### config.mk
export PLATFORM = sky130hd
export DESIGN_NAME = ram_arbiter
export DESIGN_NICKNAME = d
export VERILOG_FILES = /design/src/rtl/ram_arb_pkg.sv /design/src/rtl/rr_pick2.sv /design/src/rtl/ram_arbiter.sv
export SDC_FILE = /design/constraint.sdc
export NUM_CORES = 1
export LEC_CHECK = 0
export ABC_AREA = 1
export CAP_MARGIN = 20
export CORE_ASPECT_RATIO = 0.75
export CORE_MARGIN = 2
export CORE_UTILIZATION = 44
export CTS_BUF_LIST = sky130_fd_sc_hd__clkbuf_16
export CTS_CLUSTER_SIZE = 16
export DETAILED_ROUTE_END_ITERATION = 16
export PLACE_DENSITY = 0.95
export SLEW_MARGIN = 10
export SYNTH_ARGS = -nofsm -noshare
export SYNTH_HDL_FRONTEND = slang
export SYNTH_SLANG_ARGS = --single-unit
export TNS_END_PERCENT = 50
### constraint.sdc
create_clock -name CPUclk -period 3.6 [get_ports CPUclk]
set_input_delay 0.9 -clock CPUclk [delete_from_list [all_inputs] [get_ports CPUclk]]
set_output_delay 0.9 -clock CPUclk [all_outputs]
set_load 0.05 [all_outputs]
### src/rtl/ram_arb_pkg.sv
// ram_arb_pkg: shared types and constants for the data-RAM arbiter.
package ram_arb_pkg;

    typedef enum logic [1:0] {
        IDLE  = 2'd0,
        SERVE = 2'd1,
        ACK   = 2'd2
    } state_t;

    localparam int DEF_WIDTH  = 16;
    localparam int DEF_ADDR_W = 8;

    localparam int P_CPU  = 0;
    localparam int P_LOAD = 1;

endpackage

### src/rtl/rr_pick2.sv
// rr_pick2: combinational 2-way round-robin picker; on a tie the port that
// was not served last wins.
module rr_pick2 (
    input  logic [1:0] req,
    input  logic       last,
    output logic [1:0] pick,
    output logic       valid
);

    always_comb begin
        pick  = (req == 2'b11) ? (last ? 2'b01 : 2'b10) : req;
        valid = |req;
    end

endmodule

### src/rtl/ram_arbiter.sv
// ram_arbiter: serialises two req/ack requesters onto the single-port data RAM,
// one transaction per IDLE -> SERVE -> ACK pass, round-robin on conflict.
module ram_arbiter
    import ram_arb_pkg::*;
#(
    parameter int WIDTH  = DEF_WIDTH,
    parameter int ADDR_W = DEF_ADDR_W
) (
    input  logic              CPUclk,
    input  logic              rst_n,
    input  logic              r0_req,
    input  logic              r0_we,
    input  logic [ADDR_W-1:0] r0_addr,
    input  logic [WIDTH-1:0]  r0_wdata,
    output logic              r0_ack,
    output logic [WIDTH-1:0]  r0_rdata,
    input  logic              r1_req,
    input  logic              r1_we,
    input  logic [ADDR_W-1:0] r1_addr,
    input  logic [WIDTH-1:0]  r1_wdata,
    output logic              r1_ack,
    output logic [WIDTH-1:0]  r1_rdata,
    output logic [ADDR_W-1:0] ram_addr,
    output logic [WIDTH-1:0]  ram_wdata,
    output logic              ram_we,
    input  logic [WIDTH-1:0]  ram_rdata,
    output logic [1:0]        gnt
);

    state_t            state, state_nx;
    logic              cmd_we;
    logic [ADDR_W-1:0] cmd_addr;
    logic [WIDTH-1:0]  cmd_wdata;
    logic              last;
    logic [1:0]        pick;
    logic              valid;

    rr_pick2 u_pick (
        .req   ({r1_req, r0_req}),
        .last  (last),
        .pick  (pick),
        .valid (valid)
    );

    always_ff @(posedge CPUclk or negedge rst_n) begin
        if (!rst_n)
            state <= IDLE;
        else
            state <= state_nx;
    end

    always_comb begin
        state_nx = (state == IDLE)  ? (valid ? SERVE : IDLE) :
                   (state == SERVE) ? ACK : IDLE;
    end

    // Reset returns last to port 1 so port 0 wins the first tie.
    always_ff @(posedge CPUclk or negedge rst_n) begin
        if (!rst_n) begin
            cmd_we    <= 1'b0;
            cmd_addr  <= '0;
            cmd_wdata <= '0;
            last      <= 1'b1;
            gnt       <= 2'b00;
            r0_ack    <= 1'b0;
            r1_ack    <= 1'b0;
            r0_rdata  <= '0;
            r1_rdata  <= '0;
        end else begin
            case (state)
                IDLE: if (valid) begin
                    cmd_we    <= pick[P_LOAD] ? r1_we    : r0_we;
                    cmd_addr  <= pick[P_LOAD] ? r1_addr  : r0_addr;
                    cmd_wdata <= pick[P_LOAD] ? r1_wdata : r0_wdata;
                    gnt       <= pick;
                    last      <= pick[P_LOAD];
                end
                SERVE: begin
                    r0_ack <= gnt[P_CPU];
                    r1_ack <= gnt[P_LOAD];
                    if (gnt[P_CPU] && !cmd_we)
                        r0_rdata <= ram_rdata;
                    if (gnt[P_LOAD] && !cmd_we)
                        r1_rdata <= ram_rdata;
                end
                ACK: begin
                    r0_ack <= 1'b0;
                    r1_ack <= 1'b0;
                    gnt    <= 2'b00;
                end
                default: ;
            endcase
        end
    end

    // Write enable is decoded from state so an async reset kills it at once.
    always_comb begin
        ram_we    = (state == SERVE) && cmd_we;
        ram_addr  = cmd_addr;
        ram_wdata = cmd_wdata;
    end

endmodule

==> implementation parameters, run 1 <==
Parameter                              Value

Run status
  Status ... completed

Drt
  Post-DR vias/cell ... 5.38
  Post-route antenna net violation count ... 0
  Detailed-route wire length ... 8370 um
  Average detailed-routed wire length per instance ... 16.4 um
  DRC viols ... 0
  Total via count after detailed routing ... 2751
  Detailed Route Iter0 Violations ... 153
  Total iterations of the first detailed-routing run ... 5

Floorplanning
  X dimension of the die ... 96.6 um
  Io pins ... 131
  Die height ... 73.5 um
  Core region area ... 0.00626 mm^2
  Number of rows in the core area ... 25
  Area of the die ... 0.00710 mm^2
  Initial core utilization ... 45.2%

Synthesis
  Fraction of synthesized cell area in xor and xnor cells ... 0%
  Multiplexer share of the synthesized area ... 0%
  Flip-flop and latch count after synthesis ... 64
  Post-synthesis share of cell area spent on and, or, nand and nor gates ... 26.8%
  Count of unique library cells instantiated by Yosys ... 18
  Avg Cell Area, Syn ... 9.37 um^2
  Synthesized instance count ... 302
  Synthesized-area fraction occupied by adder cells ... 1.33%
  Post-synthesis cell area ... 0.00283 mm^2
  Compound-gate portion of the synthesized area ... 6.76%
  Yosys Warn Count ... 0
  Dominant combinational cell family by area after synthesis ... simple AND/OR/NAND/NOR gates
  Post-synthesis sequential area ratio ... 56.6%
  Net count after synthesis ... 375

CTS
  Buffers inserted during post-CTS setup optimization ... 0
  Clock insertion delay at the later pin of the skew report ... 0.32 ns
  Hold-fix buffers at CTS ... 0
  Root buf cell ... clkbuf_16
  # H-tree levels ... 3
  Inserted Clock Buffers ... 9
  PostCTS Resize Cnt ... 0
  Maximum count of clock buffers along a single path ... 2
  Clock-pin slew on the worst setup and hold paths ... 0.05 ns
  CTS tree ... yes
  TritonCTS Sinks ... 64

Setup path
  Buffer and inverter count on the worst path ... 3
  Critical path's largest stage delay ... 0.80 ns
  Maximum fanout encountered on the critical timing path ... 4
  Startpoint class of the critical path ... flip-flop
  Most common cell on crit path ... inv_1
  Setup slack of the most critical reg-to-reg path ... 1.48 ns
  Worst Setup End Kind ... primary output
  Critical Setup Path Class ... flip-flop to primary output
  Worst Path Arrival ... 1.91 ns
  Data required, critical path ... 2.70 ns
  Slowest stage cell, crit path ... clkdlybuf4s50_1
  Chain of cells forming the critical path ... inv_1 > ha_1 > nand2_1 > inv_1 > clkdlybuf4s50_1
  Family with the most delay on the worst path ... buffers and inverters

Pwr
  Overall power ... 4.92 mW
  Pwr Density ... 1120 mW/mm^2
  Leak pwr ... 2.03 nW
  Switching portion of total power ... 49.2%
  Combinational fraction of design power ... 57.0%
  Switching power of the nets ... 2.42 mW
  Max rail drop VDD ... 0.000608 V
  Clock network fraction of design power ... 16.4%
  Cell-internal power ... 2.50 mW
  Flop pwr share ... 26.6%

Global route
  Number of global-route vias before repair ... 2760
  Global-route wire length before repair ... 13300 um
  Number of antenna violations at the first check in global routing ... 0
  Remaining global-route overflow ... 0
  All-layer global routing usage ... 23.6%
  Pin count of the biggest net entering global routing ... 65

Timing
  RSZ-0062 raised after global routing ... false
  Final Slew Violations ... 0
  Hold Fails Final Rpt ... 0
  Share of the clock period used by the worst path ... 77.9%
  Minimum period implied by the final worst setup slack ... 2.81 ns
  Worst slew pin tran ... 1.07 ns
  Final sum of negative setup slack ... 0 ns
  Final setup violating endpoints ... 0
  Remaining max-slew budget at the tightest pin ... 28.8%
  Worst clock skew ... 0.00773 ns
  Achievable Freq ... 356 MHz
  Worst setup margin ... 0.795 ns

Min path
  Path category of the worst min-delay check ... flip-flop to flip-flop

Flow run
  Number of max-capacitance violations reported ... 0

Placed design
  Final GP Congestion ... 0.853
  Number of placed cells counting well taps ... 496
  Post-Place Cell Area ... 0.00411 mm^2
  Worst Setup Slack post-DPL ... 1.11 ns
  HPWL after detailed placement ... 5670 um
  Port Buffers ... 130

Finish
  Layout fillers ... 469
  Number of nets in the finished design ... 500
  Sequential Area ... 0.00160 mm^2
  Ratio of cells with drive above 1 in the final layout ... 6.28%
  Number of non-filler instances in the completed layout ... 511
  N_diodes ... 0
  Area of the multi-input gates ... 988 um^2
  Design area ... 0.00440 mm^2
  Area Overhead vs Synth ... 55.4%
cell usage after synthesis (all sizes together):
master   n  area share, %
buf     16            4.3
nand2   70            9.8
nor2     2           0.93
inv     27            3.6
dfrtp   63             56
nand3b   3           0.80
o21ai   36            6.8
dfstp    1           0.93
nand3   55             10
clkbuf   4           0.53
ha       3            1.3
nand4   22            4.9
cell type report:
class	instances	share of cell area (%)
sequential	64	36.4
tap	81	2.30
inverter	27	2.30
clock buffer	9	5.12
timing repair buffer	134	30.2
clock inverter	5	1.14
multi-input combinational	191	22.5
worst register-to-register path: stages (launching register included):
cell and delay, ns:
dfrtp_1 0.38, inv_1 0.08, ha_1 0.21, nand3_1 0.76
o21ai_0 0.57
cells by family (layout without fill, tap and decap cells):
group	after synthesis	in the layout
buffers and inverters	47	175
AOI/OAI and AO/OA	36	36
DFF	64	64
and+or+nand+nor	152	152
adders and majority gates	3	3
per-layer routing:
metal | vias to the layer above | GRT usage, % | part of all wire, %
met3 | 24 | 5.80 | 4.8
li1 | 1262 | - | -
met4 | 0 | 8.76 | 2.7
met5 | - | 0 | 0
met1 | 1361 | 28.7 | 41
met2 | 104 | 41.6 | 52
power by group through the flow:
stage          combinational, mW  sequential, mW  clock (mW)
6_report                    2.80            1.31       0.809
5_1_grt                     2.95            1.35       0.856
4_1_cts                     2.81            1.31       0.823
3_5_place_dp                2.80            1.30           0
3_3_place_gp                2.73            1.29           0
2_1_floorplan              0.705            2.45           0
cell usage in the layout (no fill, tap or decap), drive strengths merged:
cell	instances
o21ai	36
nor2	2
nand3	55
nand3b	3
ha	3
clkinv	3
dfrtp	63
inv	27
clkdlybuf4s50	129
dfstp	1
clkinvlp	1
nand2	70
buf	5
clkbuf	9
bufinv	1
nand4	22
stage by stage:
step / hold slack, ns / util [%]
floorplan: 0.462 / -
global placement: 0.466 / 65.7
detailed placement: 0.472 / 65.7
CTS: 0.485 / 70.1
global route: 0.504 / 70.3
finish: 0.478 / 70.3
sequential cells by signal, indices dropped and copies added (netlist names):
| name | cells |
|---|---|
| r1_ack | 1 |
| last | 1 |
| ram_wdata | 16 |
| r0_rdata | 16 |
| r0_ack | 1 |
| cmd_we | 1 |
| gnt | 2 |
| r1_rdata | 16 |
| state | 2 |
| ram_addr | 8 |
worst paths after layout:
path                                                 from                        end  cells after the start
min in group asynchronous                           rst_n   ram_wdata[7]$_DFFE_PN0P_                      2
worst max register to register         state[1]$_DFF_PN0_    r0_rdata[2]$_DFFE_PN0P_                      4
worst min register to register  ram_wdata[15]$_DFFE_PN0P_  ram_wdata[15]$_DFFE_PN0P_                      2
worst max-delay path                   state[1]$_DFF_PN0_                     ram_we                      5
max in group asynchronous                           rst_n         r1_ack$_DFFE_PN0P_                      2
worst min-delay path            ram_wdata[15]$_DFFE_PN0P_  ram_wdata[15]$_DFFE_PN0P_                      2
Note: power is estimated with default switching activity, not from simulation.
==> run 2: changes to the inputs <==
Settings changed: CORE_UTILIZATION 44 to 41, PLACE_DENSITY 0.95 to 0.9.
Clock period 3.6 ns to 2.6 ns, I/O delays scaled along.
==> run 2 against run 1 <==
Global-route usage decreased by 1.2 points. Register-to-register slack got worse by 0.63 ns. Clock power up 50%. Clock-buffer cell count unchanged. Final cell count is 1.6% higher. Critical endpoint is now gnt[1]. Largest cell class unchanged.
==> implementation parameters, run 2 (synthesis results as in run 1) <==
Parameter                              Value

Global route
  Global-route wire length before repair ... 13400 um (+1.4%)
  Remaining global-route overflow ... 0 (unchanged)
  Number of antenna violations at the first check in global routing ... 0 (unchanged)
  Pin count of the biggest net entering global routing ... 33 (-49%)
  All-layer global routing usage ... 22.5% (-1.2 points)
  Number of global-route vias before repair ... 2783 (+0.83%)

Flow run
  Number of max-capacitance violations reported ... 0 (unchanged)

Finish
  Most common cell after layout, fill and taps aside ... clkdlybuf4s50_1
  Number of nets in the finished design ... 504 (+0.80%)
  Ratio of cells with drive above 1 in the final layout ... 7.13% (+0.85 points)
  Layout fillers ... 528 (+13%)
  Area Overhead vs Synth ... 57.3%
  Utilization after layout ... 66.1% (-4.2 points)
  Area of the multi-input gates ... 988 um^2 (unchanged)
  N_diodes ... 0 (unchanged)
  Sequential Area ... 0.00160 mm^2 (unchanged)
  Most used cells in the layout excluding fill and tap cells ... clkdlybuf4s50_1 (128), nand2_1 (68), dfrtp_1 (63), nand3_1 (51), o21ai_0 (35)
  Design area ... 0.00445 mm^2 (+1.2%)

Pwr
  Leak pwr ... 2.06 nW (+1.6%)
  Cell-internal power ... 3.56 mW (+43%)
  Switching portion of total power ... 48.2% (-1.1 points)
  Combinational fraction of design power ... 56.4% (-0.6 points)
  Overall power ... 6.88 mW (+40%)
  Flop pwr share ... 26.1% (-0.5 points)
  Switching power of the nets ... 3.31 mW (+37%)
  Pwr Density ... 1540 mW/mm^2 (+38%)
  Max rail drop VDD ... 0.000638 V (+5.0%)
  Clock network fraction of design power ... 17.6% (+1.2 points)

Floorplanning
  Die height ... 76.0 um (+3.4%)
  Io pins ... 131 (unchanged)
  Number of rows in the core area ... 26 (+4.0%)
  Initial core utilization ... 42.0% (-3.2 points)
  Area of the die ... 0.00759 mm^2 (+7.0%)
  Core region area ... 0.00673 mm^2 (+7.6%)
  X dimension of the die ... 99.9 um (+3.4%)

Placed design
  Port Buffers ... 130 (unchanged)
  Final GP Congestion ... 0.810 (-5.0%)
  HPWL after detailed placement ... 5940 um (+4.8%)
  Post-Place Cell Area ... 0.00415 mm^2 (+0.94%)

CTS
  Hold-fix buffers at CTS ... 0 (unchanged)
  Clock insertion delay at the later pin of the skew report ... 0.31 ns (about the same)
  PostCTS Resize Cnt ... 0 (unchanged)
  TritonCTS Sinks ... 64 (unchanged)
  Clock-pin slew on the worst setup and hold paths ... 0.05 ns (about the same)
  # H-tree levels ... 3 (unchanged)
  Buffers inserted during post-CTS setup optimization ... 0 (unchanged)
  Root buf cell ... clkbuf_16
  Maximum count of clock buffers along a single path ... 2 (unchanged)
  Inserted Clock Buffers ... 9 (unchanged)
  CTS tree ... yes

Drt
  Total via count after detailed routing ... 2703 (-1.7%)
  Detailed Route Iter0 Violations ... 168 (+9.8%)
  Total iterations of the first detailed-routing run ... 4 (-1)
  Detailed-route wire length ... 8150 um (-2.6%)
  Average detailed-routed wire length per instance ... 15.7 um (-4.1%)
  Post-DR vias/cell ... 5.21 (-3.3%)
  Post-route antenna net violation count ... 0 (unchanged)
  DRC viols ... 0 (unchanged)

Setup path
  Path depth of the worst reg2reg path ... 7 (+3)
  Worst Path Arrival ... 1.55 ns (-0.36 ns)
  Critical path's largest stage delay ... 0.83 ns (+0.03 ns)
  Maximum fanout encountered on the critical timing path ... 4 (unchanged)
  Data required, critical path ... 1.95 ns (-0.75 ns)
  Slowest stage cell, crit path ... clkdlybuf4s50_1
  Origin of the critical flop-to-flop path ... state[0]$_DFF_PN0_
  Chain of cells forming the critical path ... clkdlybuf4s50_1
  Worst Setup End Kind ... primary output
  Number of stages on the worst setup path ... 1 (-4)
  Startpoint class of the critical path ... flip-flop
  Launching element of the worst setup path ... gnt[1]$_DFFE_PN0P_
  Family with the most delay on the worst path ... buffers and inverters
  Critical Setup Path Class ... flip-flop to primary output
  Buffer and inverter count on the worst path ... 1 (-2)

Timing
  Final Slew Violations ... 0 (unchanged)
  Minimum hold slack ... 0.328 ns (-0.150 ns)
  Minimum period implied by the final worst setup slack ... 2.20 ns
  Worst slew pin tran ... 0.561 ns (-0.505 ns)
  Final sum of negative setup slack ... 0 ns (unchanged)
  Hold Fails Final Rpt ... 0 (unchanged)
  Final setup violating endpoints ... 0 (unchanged)
  Achievable Freq ... 455 MHz
  Remaining max-slew budget at the tightest pin ... 62.5% (+34 points)
  Worst clock skew ... 0.00477 ns (-0.00297 ns)
  RSZ-0062 raised after global routing ... false
  Share of the clock period used by the worst path ... 84.5%

Min path
  Path category of the worst min-delay check ... input port to async pin

Run status
  Status ... completed
==> run 2: cell types whose count changed in the layout (fill, tap and decap cells not counted) <==
cell	delta
clkdlybuf4s50_1	-1
buf_6	-1
clkinvlp_4	-1
clkinv_2	-1
bufinv_16	+1
buf_4	+6
clkinv_1	+2
==> run 2: worst paths after layout <==
path                            slack, ns                       end
worst max-delay path                 0.40                    gnt[1]
worst min-delay path                 0.33  ram_wdata[5]$_DFFE_PN0P_
worst max register to register       0.85  ram_wdata[0]$_DFFE_PN0P_
worst min register to register       0.48  r0_rdata[13]$_DFFE_PN0P_
max in group asynchronous            1.62        r0_ack$_DFFE_PN0P_
min in group CPUclk                  0.48  r0_rdata[13]$_DFFE_PN0P_
==> run 2: area by class of cell <==
cell class / count / share of cell area [%]
repair buffers: 138 / 30.4
inverters: 27 / 2.28
flip-flops and latches: 64 / 36.0
clock buffers: 9 / 5.06
multi-input cells: 191 / 22.2
clock inverters: 6 / 1.69
well taps: 84 / 2.36
==> run 2: layer usage <==
layer,wire length (um),vias to the layer above,GRT usage (%)
met4,227,0,10.1
met1,3400,1319,28.4
met3,268,18,4.43
met2,4250,96,37.3
li1,-,1270,-
met5,0,-,0
==> run 2: power groups by stage <==
stage / Combinational, mW / Clock (mW) / Sequential (mW)
floorplan: 0.976 / 0 / 3.39
global placement: 3.79 / 0 / 1.79
detailed placement: 3.89 / 0 / 1.80
CTS: 3.89 / 1.24 / 1.79
global route: 4.09 / 1.27 / 1.86
finish: 3.87 / 1.21 / 1.79
==> run 2: through the flow <==
stage                     setup WS (ns)  std cells
after floorplan                   0.982        302
after global placement            0.490        504
after detailed placement          0.404        504
after CTS                         0.398        519
after global routing              0.357        519
final                             0.404        519
==> run 3: changes to the inputs <==
Settings changed: CORE_UTILIZATION 41 to 37, PLACE_DENSITY 0.9 to 0.86.
Clock period 2.6 ns to 1.9 ns, I/O delays scaled along.
==> run 3 against run 2 <==
Clock-buffer cell count unchanged. Sequential power up 37%. Final cell count up 3.7%. Total power up 33%. Via count down 0.74%. Non-clock buffer count up 1. Global-route usage down 2.5 points. Combinational power up 33%. Die area up 10%.
==> implementation parameters, run 3 (synthesis results as in run 1) <==
Parameter                              Value

Setup path
  Chain of cells forming the critical path ... inv_1 > ha_1 > nand2_1 > inv_1 > buf_12
  Number of stages on the worst setup path ... 5 (+4)
  Critical Setup Path Class ... flip-flop to primary output
  Startpoint class of the critical path ... flip-flop
  Path depth of the worst reg2reg path ... 7 (unchanged)
  Critical path's largest stage delay ... 0.37 ns (-0.46 ns)
  Data required, critical path ... 1.42 ns (-0.53 ns)
  Worst Setup End Kind ... primary output
  Worst Path Arrival ... 1.28 ns (-0.27 ns)
  Maximum fanout encountered on the critical timing path ... 4 (unchanged)
  Family with the most delay on the worst path ... flip-flops
  Most common cell on crit path ... inv_1
  Slowest stage cell, crit path ... dfrtp_1
  Buffer and inverter count on the worst path ... 3 (+2)

Finish
  Number of nets in the finished design ... 505 (+0.20%)
  Area Overhead vs Synth ... 53.6%
  Most used cells in the layout excluding fill and tap cells ... nand2_1 (68), clkdlybuf4s50_1 (68), buf_4 (67), dfrtp_1 (63), nand3_1 (51)
  Ratio of cells with drive above 1 in the final layout ... 21.3% (+14 points)
  N_diodes ... 0 (unchanged)
  Number of non-filler instances in the completed layout ... 538 (+3.7%)

Timing
  Hold Fails Final Rpt ... 0 (unchanged)
  Minimum period implied by the final worst setup slack ... 1.76 ns
  Worst slew pin tran ... 0.391 ns (-0.170 ns)
  RSZ-0062 raised after global routing ... false
  Achievable Freq ... 568 MHz
  Share of the clock period used by the worst path ... 92.6%
  Final sum of negative setup slack ... 0 ns (unchanged)
  Final setup violating endpoints ... 0 (unchanged)
  Remaining max-slew budget at the tightest pin ... 73.9% (+11 points)
  Worst clock skew ... 0.00493 ns (+0.000164 ns)
  Final Slew Violations ... 0 (unchanged)

Floorplanning
  Area of the die ... 0.00837 mm^2 (+10%)
  Number of rows in the core area ... 27 (+3.8%)
  Die height ... 79.7 um (+5.0%)
  Initial core utilization ... 38.4% (-3.6 points)
  X dimension of the die ... 105 um (+5.1%)
  Io pins ... 131 (unchanged)
  Core region area ... 0.00736 mm^2 (+9.4%)

Run status
  Status ... completed

Drt
  Detailed Route Iter0 Violations ... 165 (-1.8%)
  Detailed-route wire length ... 8060 um (-1.2%)
  Total via count after detailed routing ... 2683 (-0.74%)
  Total iterations of the first detailed-routing run ... 4 (unchanged)
  Post-DR vias/cell ... 4.99 (-4.2%)
  Post-route antenna net violation count ... 0 (unchanged)
  Average detailed-routed wire length per instance ... 15.0 um (-4.6%)
  DRC viols ... 0 (unchanged)

Global route
  Global-route wire length before repair ... 13000 um (-3.2%)
  GR Util met2 ... 34.0% (-3.3 points)
  Remaining global-route overflow ... 0 (unchanged)
  Global routing met3 resource utilization ... 4.90% (+0.47 points)
  Pin count of the biggest net entering global routing ... 65 (+97%)
  All-layer global routing usage ... 20.0% (-2.5 points)
  Number of antenna violations at the first check in global routing ... 0 (unchanged)
  Number of global-route vias before repair ... 2669 (-4.1%)
  Most heavily used metal layer in global routing ... met2
  Met1 demand-to-capacity share in global routing ... 24.4% (-4.0 points)

CTS
  Clock insertion delay at the later pin of the skew report ... 0.31 ns (about the same)
  PostCTS Resize Cnt ... 0 (unchanged)
  Inserted Clock Buffers ... 9 (unchanged)
  Maximum count of clock buffers along a single path ... 2 (unchanged)
  Buffers inserted during post-CTS setup optimization ... 0 (unchanged)
  TritonCTS Sinks ... 64 (unchanged)
  CTS tree ... yes
  # H-tree levels ... 3 (unchanged)
  Hold-fix buffers at CTS ... 0 (unchanged)
  Clock-pin slew on the worst setup and hold paths ... 0.05 ns (about the same)
  Root buf cell ... clkbuf_16

Pwr
  Leak pwr ... 2.14 nW (+4.2%)
  Pwr Density ... 2100 mW/mm^2 (+36%)
  Overall power ... 9.12 mW (+33%)
  Max rail drop VDD ... 0.00120 V (+88%)

Placed design
  Port Buffers ... 130 (unchanged)
  Number of placed cells counting well taps ... 522 (+3.6%)
  HPWL after detailed placement ... 5790 um (-2.6%)
  Final GP Congestion ... 0.807 (-0.47%)

Flow run
  Number of max-capacitance violations reported ... 0 (unchanged)

Min path
  Path category of the worst min-delay check ... input port to async pin
-- run 3: changes by cell type in the layout (fill, tap and decap cells not counted) --
cell,before,now
buf_12,0,3
buf_4,9,67
bufinv_16,2,1
clkdlybuf4s50_1,128,68
clkinv_1,4,2
clkinv_2,0,2
inv_1,27,29
-- run 3: power breakdown --
| group | leakage (nW) | switching, mW | internal [mW] | total (mW) |
|---|---|---|---|---|
| clock | 0.147 | 0.538 | 0.990 | 1.53 |
| combinational | 1.22 | 3.60 | 1.54 | 5.13 |
| sequential | 0.778 | 0.402 | 2.06 | 2.46 |
| total | 2.14 | 4.54 | 4.59 | 9.12 |
-- run 3: path summary, 6_finish.rpt --
path / from / to / slack (ns)
min in group CPUclk: r0_rdata[10]$_DFFE_PN0P_ / r0_rdata[10]$_DFFE_PN0P_ / 0.48
worst max-delay path: state[1]$_DFF_PN0_ / ram_we / 0.14
max in group asynchronous: rst_n / last$_DFFE_PN1P_ / 1.44
worst min register to register: r0_rdata[10]$_DFFE_PN0P_ / r0_rdata[10]$_DFFE_PN0P_ / 0.48
worst max register to register: state[0]$_DFF_PN0_ / ram_wdata[6]$_DFFE_PN0P_ / 0.40
worst min-delay path: rst_n / ram_wdata[1]$_DFFE_PN0P_ / 0.16
-- run 3: layout make-up --
cell class                      count  area (um^2)
Tap cell                          101          126
Multi-Input combinational cell    191          988
Clock buffer                        9          225
Sequential cell                    64         1600
Inverter                           27          101
Timing Repair Buffer              139         1250
Clock inverter                      7         55.1
Fill cell                         676         3020
-- run 3: through the flow --
step / setup slack (ns) / hold WS [ns] / util (%) / area [um^2]
finish: 0.141 / 0.162 / 59.0 / 4350
global placement: 0.110 / 0.470 / 55.2 / 4070
CTS: 0.126 / 0.174 / 59.0 / 4350
global route: 0.0607 / 0.187 / 59.0 / 4350
detailed placement: 0.0358 / 0.474 / 55.2 / 4070
floorplan: 0.457 / 0.179 / - / 2830
-- run 3: metal layers --
layer	up-vias	part of all wire, %
li1	1276	-
met1	1289	41
met2	101	51
met3	17	5.4
met4	0	2.6
met5	-	0
